[src/rtl/fifo_uart_tx_if.sv]
// -----------------------------------------------------------------------------
// fifo_uart_tx_if
// Read-side connection between a byte FIFO and the fifo_uart_tx serialiser.
//   fifo_ren   : one-cycle read pulse issued by the transmitter
//   fifo_rdata : registered head byte presented by the FIFO
//   fifo_count : FIFO occupancy (AWIDTH+1 bits)
// Modports: master = transmitter side, slave = FIFO side.
// -----------------------------------------------------------------------------
interface fifo_uart_tx_if #(
   parameter int AWIDTH = 8
);
   logic              fifo_ren;
   logic [7:0]        fifo_rdata;
   logic [AWIDTH:0]   fifo_count;

   modport master (output fifo_ren, input fifo_rdata, input fifo_count);
   modport slave  (input fifo_ren, output fifo_rdata, output fifo_count);
endinterface

[src/rtl/fifo_uart_tx.sv]
// -----------------------------------------------------------------------------
// fifo_uart_tx
// Drains a byte FIFO and shifts each byte out as an asynchronous UART frame:
// start bit, 8 data bits LSB first, optional even parity, one stop bit.
//
// Ports:
//   clk      : single clock, rising edge
//   rst      : asynchronous reset, active-low
//   en       : start permission, sampled only while idle
//   fifo     : fifo_uart_tx_if.master (fifo_ren out, fifo_rdata/fifo_count in)
//   tx       : registered serial line, idle high
//   busy     : high whenever a frame is being fetched or sent
//   tx_done  : one-cycle pulse in the last cycle of the stop bit
//
// Build option: define FIFO_UART_TX_PARITY_EN to add an even-parity bit
// (11-bit frames). Without it frames are 10 bits. Ports are identical.
// -----------------------------------------------------------------------------
module fifo_uart_tx #(
   parameter int MAX_DATA     = 256,
   parameter int CLKS_PER_BIT = 16
) (
   input  logic           clk,
   input  logic           rst,
   input  logic           en,
   fifo_uart_tx_if.master fifo,
   output logic           tx,
   output logic           busy,
   output logic           tx_done
);

   localparam int AWIDTH = $clog2(MAX_DATA);
   localparam int CW     = (CLKS_PER_BIT > 1) ? $clog2(CLKS_PER_BIT) : 1;
   localparam logic [CW-1:0]   BAUD_LAST   = CW'(CLKS_PER_BIT - 1);
   localparam logic [AWIDTH:0] COUNT_EMPTY = '0;

   localparam logic [2:0] S_IDLE   = 3'd0;
   localparam logic [2:0] S_FETCH  = 3'd1;
   localparam logic [2:0] S_LOAD   = 3'd2;
   localparam logic [2:0] S_START  = 3'd3;
   localparam logic [2:0] S_DATA   = 3'd4;
`ifdef FIFO_UART_TX_PARITY_EN
   localparam logic [2:0] S_PARITY = 3'd5;
`endif
   localparam logic [2:0] S_STOP   = 3'd6;

   logic [2:0]    state_q, state_d;
   logic          tx_q, tx_d;
   logic [CW-1:0] baud_q, baud_d;
   logic [2:0]    bit_q, bit_d;
   logic [7:0]    shift_q, shift_d;
   logic          baud_end;
`ifdef FIFO_UART_TX_PARITY_EN
   logic          parity_q, parity_d;
`endif

   assign baud_end = (baud_q == BAUD_LAST);

   always_comb begin
      state_d = state_q;
      tx_d    = tx_q;
      baud_d  = baud_q;
      bit_d   = bit_q;
      shift_d = shift_q;
`ifdef FIFO_UART_TX_PARITY_EN
      parity_d = parity_q;
`endif
      case (state_q)
         S_IDLE: begin
            tx_d = 1'b1;
            // Only the occupancy count gates the start; a byte written on the
            // edge that makes count non-zero is registered by the time we read.
            if (en && (fifo.fifo_count != COUNT_EMPTY)) state_d = S_FETCH;
         end
         S_FETCH: state_d = S_LOAD;
         S_LOAD: begin
            // FIFO registered the head byte at the FETCH edge.
            shift_d = fifo.fifo_rdata;
`ifdef FIFO_UART_TX_PARITY_EN
            parity_d = ^fifo.fifo_rdata;
`endif
            tx_d    = 1'b0;
            baud_d  = '0;
            state_d = S_START;
         end
         S_START: begin
            if (baud_end) begin
               baud_d  = '0;
               bit_d   = 3'd0;
               tx_d    = shift_q[0];
               state_d = S_DATA;
            end else begin
               baud_d = baud_q + CW'(1);
            end
         end
         S_DATA: begin
            if (baud_end) begin
               baud_d = '0;
               if (bit_q == 3'd7) begin
`ifdef FIFO_UART_TX_PARITY_EN
                  tx_d    = parity_q;
                  state_d = S_PARITY;
`else
                  tx_d    = 1'b1;
                  state_d = S_STOP;
`endif
               end else begin
                  // Shift right so the next bit to send is always in bit 1.
                  bit_d   = bit_q + 3'd1;
                  shift_d = shift_q >> 1;
                  tx_d    = shift_q[1];
               end
            end else begin
               baud_d = baud_q + CW'(1);
            end
         end
`ifdef FIFO_UART_TX_PARITY_EN
         S_PARITY: begin
            if (baud_end) begin
               baud_d  = '0;
               tx_d    = 1'b1;
               state_d = S_STOP;
            end else begin
               baud_d = baud_q + CW'(1);
            end
         end
`endif
         S_STOP: begin
            if (baud_end) begin
               baud_d  = '0;
               state_d = S_IDLE;
            end else begin
               baud_d = baud_q + CW'(1);
            end
         end
         default: begin
            tx_d    = 1'b1;
            state_d = S_IDLE;
         end
      endcase
   end

   always_ff @(posedge clk or negedge rst) begin
      if (!rst) begin
         state_q <= S_IDLE;
         tx_q    <= 1'b1;
         baud_q  <= '0;
         bit_q   <= 3'd0;
         shift_q <= 8'h00;
`ifdef FIFO_UART_TX_PARITY_EN
         parity_q <= 1'b0;
`endif
      end else begin
         state_q <= state_d;
         tx_q    <= tx_d;
         baud_q  <= baud_d;
         bit_q   <= bit_d;
         shift_q <= shift_d;
`ifdef FIFO_UART_TX_PARITY_EN
         parity_q <= parity_d;
`endif
      end
   end

   // Outputs other than tx are pure decodes of registered state.
   assign tx            = tx_q;
   assign busy          = (state_q != S_IDLE);
   assign fifo.fifo_ren = (state_q == S_FETCH);
   assign tx_done       = (state_q == S_STOP) && baud_end;

endmodule

[src/flat_wrapper.sv]
// flat-port wrapper written by rule: the top's interface ports become plain ports
module fifo_uart_tx_flat 
#(
   parameter int MAX_DATA     = 256,
   parameter int CLKS_PER_BIT = 16
)
  (clk, rst, en, tx, busy, tx_done, fifo_fifo_ren, fifo_fifo_rdata, fifo_fifo_count);
  fifo_uart_tx_if #(.AWIDTH(($clog2(MAX_DATA)))) fifo_i ();
  input  logic clk;
  input  logic rst;
  input  logic en;
  output logic tx;
  output logic busy;
  output logic tx_done;
  output wire logic [$bits(fifo_i.fifo_ren)-1:0] fifo_fifo_ren;
  input wire logic [$bits(fifo_i.fifo_rdata)-1:0] fifo_fifo_rdata;
  input wire logic [$bits(fifo_i.fifo_count)-1:0] fifo_fifo_count;
  assign fifo_fifo_ren = fifo_i.fifo_ren;
  assign fifo_i.fifo_rdata = fifo_fifo_rdata;
  assign fifo_i.fifo_count = fifo_fifo_count;
  fifo_uart_tx #(.MAX_DATA(MAX_DATA), .CLKS_PER_BIT(CLKS_PER_BIT)) u_core (.clk(clk), .rst(rst), .en(en), .fifo(fifo_i), .tx(tx), .busy(busy), .tx_done(tx_done));
endmodule
[config.mk]
export PLATFORM = sky130hd
export DESIGN_NAME = fifo_uart_tx_flat
export DESIGN_NICKNAME = d
export VERILOG_FILES = /design/src/rtl/fifo_uart_tx_if.sv /design/src/rtl/fifo_uart_tx.sv /design/src/flat_wrapper.sv
export SDC_FILE = /design/constraint.sdc
export NUM_CORES = 1
export LEC_CHECK = 0
export BUFFER_PORTS_ARGS = -buffer_cell sky130_fd_sc_hd__buf_2
export CORE_MARGIN = 2
export CORE_UTILIZATION = 53
export CTS_CLUSTER_DIAMETER = 60
export CTS_CLUSTER_SIZE = 10
export DETAILED_ROUTE_END_ITERATION = 10
export PLACE_DENSITY = 0.85
export SYNTH_ARGS = -nofsm -noshare
export SYNTH_HDL_FRONTEND = slang
export SYNTH_SLANG_ARGS = --single-unit
export TNS_END_PERCENT = 1
[constraint.sdc]
create_clock -name clk -period 2 [get_ports clk]
set_input_delay 0.6 -clock clk [delete_from_list [all_inputs] [get_ports clk]]
set_output_delay 0.6 -clock clk [all_outputs]
set_load 0.02 [all_outputs]
# Word level (Yosys, flattened, before mapping)
# Cells that the tools add are included.
[totals]
memories = 0
input_bits = 20
latchBits = 0
output_inout_bits = 4
ram_bits = 0
rom_bits = 0
regBits = 19
[op_classes]
mul = 0
add_sub_neg = 2
n_bitwise = 1
shifts = 0
n_mux = 18
n_reduce_logical = 14
n_eq_ne = 13
n_div = 0
magnitude_cmp = 0
[ops]
columns = ["operator", "n"]
rows = [
  ["$mux 3", 7],
  ["$pmux 3 s6", 1],
  ["$mux 8", 2],
  ["$pmux 8 s2", 1],
  ["$ne 2x1->1 const B", 5],
  ["$eq 3x3->1 const B", 3],
  ["$reduce_bool 9->1", 1],
  ["$pmux 4 s2", 1],
  ["$eq 3x2->1 const B", 2],
  ["$pmux 3 s2", 1],
  ["$reduce_and 3->1", 2],
  ["$reduce_bool 2->1", 3],
  ["$reduce_and 5->1", 1],
  ["$add 4x1->4 const B", 1],
  ["$eq 4x4->1 const B", 1],
  ["$mux 4", 1],
  ["$pmux 1 s4", 1],
  ["$reduce_and 4->1", 1],
  ["$add 3x1->3 const B", 1],
  ["$eq 3x1->1 const B", 1],
  ["$logic_not 3->1", 1],
  ["$mux 1", 3],
  ["$reduce_bool 3->1", 1],
  ["$reduce_or 3->1", 1],
  ["4 further kinds", 5],
]

# Depth between registers and ports, before layout
[logic_depth]
ltp_word = 4
mapped_depth = 6

# Worst setup path before layout
# No wires, ideal clock.
[synth_timing]
kind = "register to output"
startpoint = "register u_core.baud_q[0]"
endpoint = "output tx_done"
arrival_time_ns = 1.167
stages_incl_launch_ff = 4
slack_ns = 0.233
path_buffers = 0
cell_sequence = "dfrtp_1 -> ha_1 -> and3_1 -> and3_1"
[synth_via]
elab_chain_len = 2
[synth_rtl]
columns = ["element", "line_no", "text"]
rows = [
  ["from (decl)", "fifo_uart_tx.sv:48", "logic [CW-1:0] baud_q, baud_d;"],
  ["from (signal assigned)", "fifo_uart_tx.sv:155", "baud_q <= baud_d;"],
  ["$eq 4x4->1", "fifo_uart_tx.sv:56", "assign baud_end = (baud_q == BAUD_LAST);"],
  ["$logic_and 1x1->1", "fifo_uart_tx.sv:168", "assign tx_done = (state_q == S_STOP) && baud_end;"],
  ["to (decl)", "flat_wrapper.sv:14", "output logic tx_done;"],
]
# No other way between the ends.

# Final worst setup path
[layout_timing]
startpoint = "register u_core.baud_q[1]"
endpoint = "output tx_done"
# The elaborated chain is that of the path after synthesis.

==> out/results.md <==
Global route
• 938 — vias in the first global route
• 34.4% — met2 layer usage reported by global route
• 4350 µm — global-route wire length before repair
• 0 — number of antenna violations at the first check in global routing
• 0 — total overflow reported by the global router
• 32.2% — met1 track utilization from global routing
• 22.9% — Total Routing Usage GR
• 20 — pin count of the biggest net entering global routing
• 5.76% — GR Util met3
• met2 — layer with the highest usage

Yosys
• 0.00112 mm² — cell area after synthesis
• 0% — parity-gate share of the synthesized area counting xor and xnor cells
• 100% — proportion of synthesized flip-flops having asynchronous set or reset
• compound AO/OA/AOI/OAI gates — combinational family with the most area after synthesis
• 20.7% — simple-gate portion of the synthesized area
• 10.2 µm² — syn avg cell area
• 1.01% — post-synthesis mux area share
• 42 — Synth cell types
• sky130_fd_sc_hd__dfrtp_1 — cell with the most instances after synthesis
• 40.4% — fraction of synthesized cell area taken by the top area cell type
• 42.7% — sequential element share of the synthesized area
• sky130_fd_sc_hd__dfrtp_1 (18), sky130_fd_sc_hd__nor2_1 (8), sky130_fd_sc_hd__o21ai_0 (8), sky130_fd_sc_hd__o22ai_1 (8), sky130_fd_sc_hd__a2bb2oi_1 (7) — top post-synthesis cells by count
• 4.26% — synthesized-area fraction occupied by adder cells
• sky130_fd_sc_hd__dfrtp_1 (40%), sky130_fd_sc_hd__a2bb2oi_1 (5.5%), sky130_fd_sc_hd__o22ai_1 (4.5%) — top area cells in the synthesized netlist
• 26.8% — area fraction in compound gates after synthesis
• 132 — nets in the synthesized netlist
• sky130_fd_sc_hd__dfrtp_1 — library cell occupying the most area in the post-synthesis netlist
• sky130_fd_sc_hd__dfrtp_1 — commonest register cell after synthesis
• 19 — number of flip-flops and latches in the synthesized netlist
• 0 — number of enable-type register cells in the synthesized netlist
• 109 — post-synthesis cell count
• 0 — Warnings, synthesis

Detailed routing
• 0 — DRC
• 4 — first-pass iteration count of the detailed router
• 1,026 — via count
• 0 — DRT antenna net count
• 6.18 — via-per-instance ratio
• 48 — Iteration-0 DRC Markers
• 15.9 µm — average detailed-routed wire length per instance
• 2640 µm — Final Routed Wirelength

Critical path
• u_core.baud_q[1]$_DFFE_PN0P_ — source of the critical timing path
• output pin — critical path capture point type
• register — kind of start point of the critical path
• 2 — maximum fanout count along the critical path
• u_core.bit_q[0]$_DFFE_PN0P_ — start of the worst register-to-register path
• 1.40 ns — data required time at the worst endpoint
• 1.37 ns — arrival time at the worst endpoint
• register to output pin — worst setup path category

Clock tree
• 0.11 ns — Clk pin slew, worst setup/hold paths
• 19 — CTS sink count
• 2 — number of buffers on the longest clock path
• 1 — Max H-tree Level
• 0.31 ns — insertion delay of the later-clocked pin in the worst-skew pair
• 3 — number of CTS-inserted buffers
• sky130_fd_sc_hd__clkbuf_4 — CTS Root Buffer Type
• built — TritonCTS clock tree
• 0 — hold buffers post-CTS

Final layout
• 67.9% — final core area utilization
• 166 — non-filler cells, final
• 163 — NumNets Final
• 152 — FILL cells
• 20.6% — P&R area growth vs syn
• 604 µm² — area of the multi-input gates
• 34.5% — share of layout cells above drive strength 1
• 478 µm² — total area of sequential cells
• 0 — antenna diode count

Timing
• 1.97 ns — final worst path period need
• 68.8% — Worst slew margin
• 0.468 ns — Slew @ Worst Pin
• 0 — count of final max-slew check failures
• 0 — final count of hold timing violations
• 98.5% — final worst path period share
• 0 — final count of negative-setup-slack endpoints
• 0.507 GHz — maximum frequency from static timing analysis
• 0.00118 ns — clock skew after layout

Power and ir drop
• 0.625 nW — reported leakage power
• 0.824 mV — peak supply drop
• 1.00 mW — internal power summed over all cells
• 12.0% — share of total power in the clock network
• 1250 mW/mm² — power per unit of standard cell area
• 47.6% — combinational cell fraction of total power
• 40.4% — share of total power in sequential cells
• 681 µW — switching power
• 40.4% — switching power share of the total

Placed design
• 23 — total of buffers placed on input and output ports
• 1810 µm — placed wire-length estimate after detailed placement
• 159 — Placed Cells
• 0.835 — final weighted congestion in routability-driven placement

Floorplanning
• 24 — io pins
• 49.9 µm — die span in x
• 56.3% — Initial Util
• 0.00198 mm² — core region area
• 16 — row cnt
• 0.00249 mm² — area of the die
• 49.9 µm — die boundary height

Worst hold path
• primary input to async pin — type of the tightest min-delay check

Run
• 0 — maxcap violations

Run status
• finished, final reports clean — run status

[per-stage QoR]
stage | TNS (ns) | power (mW) | setup WS, ns | hold slack [ns] | instance area [µm²]
floorplan | 0 | 1.21 | 0.233 | 0.304 | 1120
global placement | 0 | 1.36 | 0.256 | 0.490 | 1270
detailed placement | 0 | 1.40 | 0.193 | 0.497 | 1270
CTS | 0 | 1.63 | 0.00496 | 0.214 | 1320
global route | -0.000573 | 1.79 | -0.000573 | 0.225 | 1350
finish | 0 | 1.68 | 0.0295 | 0.199 | 1350
[area by class of cell]
| type | count | area share [%] |
|---|---|---|
| timing repair buffer | 31 | 13.5 |
| clock inverter | 1 | 0.558 |
| tap | 27 | 2.51 |
| inverter | 5 | 1.39 |
| sequential | 19 | 35.5 |
| multi-input combinational | 80 | 44.9 |
| clock buffer | 3 | 1.67 |
[cell usage in the layout, fill, tap and decap left out, types with 2 or more instances in the layout]
cell type	count
sky130_fd_sc_hd__nor3_1	3
sky130_fd_sc_hd__a2bb2oi_1	7
sky130_fd_sc_hd__o22ai_1	8
sky130_fd_sc_hd__a22oi_1	2
sky130_fd_sc_hd__ha_1	2
sky130_fd_sc_hd__buf_2	22
sky130_fd_sc_hd__and4b_1	2
sky130_fd_sc_hd__o21ai_0	8
sky130_fd_sc_hd__a21oi_1	3
sky130_fd_sc_hd__buf_4	8
sky130_fd_sc_hd__and3_4	2
sky130_fd_sc_hd__dfrtp_1	17
sky130_fd_sc_hd__nor2_1	8
sky130_fd_sc_hd__nand3_1	4
sky130_fd_sc_hd__a22o_1	4
sky130_fd_sc_hd__inv_1	5
sky130_fd_sc_hd__clkbuf_4	3
sky130_fd_sc_hd__nand2_1	3
[worst paths after layout]
path                                                 end  slack [ns]  cells after the start
setup / recovery                                 tx_done        0.03                      4
hold reg to reg              u_core.bit_q[1]$_DFFE_PN0P_        0.52                      1
min in group clk             u_core.bit_q[1]$_DFFE_PN0P_        0.52                      1
setup reg to reg           u_core.shift_q[3]$_DFFE_PN0P_        0.17                      6
max in group asynchronous          u_core.tx$_DFFE_PN1P_        1.48                      1
hold / removal              u_core.baud_q[3]$_DFFE_PN0P_        0.20                      1
[registers in the layout, summed over array words and instances (netlist names)]
register        flops
u_core.baud_q       4
u_core.bit_q        3
u_core.state_q      3
u_core.tx           1
u_core.shift_q      8
[timing repair]
| item | 4_1_cts | 5_1_grt |
|---|---|---|
| buffers inserted | 2 | 1 |
| setup endpoints to repair | 1 | 2 |
| gates resized for setup | 1 | 6 |
| pin swaps | 0 | 1 |
[kinds of logic after synthesis]
kind of cell	Yosys count
AO/OA/AOI/OAI	40
flip-flops	19
buffers and inverters	10
adder cells (fa/ha/maj)	4
multiplexers	1
AND/OR/NAND/NOR	35
[per-layer routing]
layer  part of all wire, %  routed length [µm]
met1                    44                1170
met5                     0                   0
met2                    48                1280
met4                   1.6                  41
met3                   5.6                 149
[power by group through the flow]
stage | combinational, mW | clock [mW] | sequential, mW
after floorplan | 0.549 | 0 | 0.664
after global placement | 0.676 | 0 | 0.681
after detailed placement | 0.707 | 0 | 0.691
after CTS | 0.755 | 0.206 | 0.671
after global routing | 0.874 | 0.222 | 0.698
final | 0.802 | 0.203 | 0.680
[worst max-delay path, cell delays in order, from the launching register on]
cell                      delay [ns]
sky130_fd_sc_hd__dfrtp_1        0.40
sky130_fd_sc_hd__ha_2           0.20
sky130_fd_sc_hd__and3_4         0.18
sky130_fd_sc_hd__and3_4         0.18
sky130_fd_sc_hd__buf_6          0.11
Note: power is estimated with default switching activity, not from simulation.
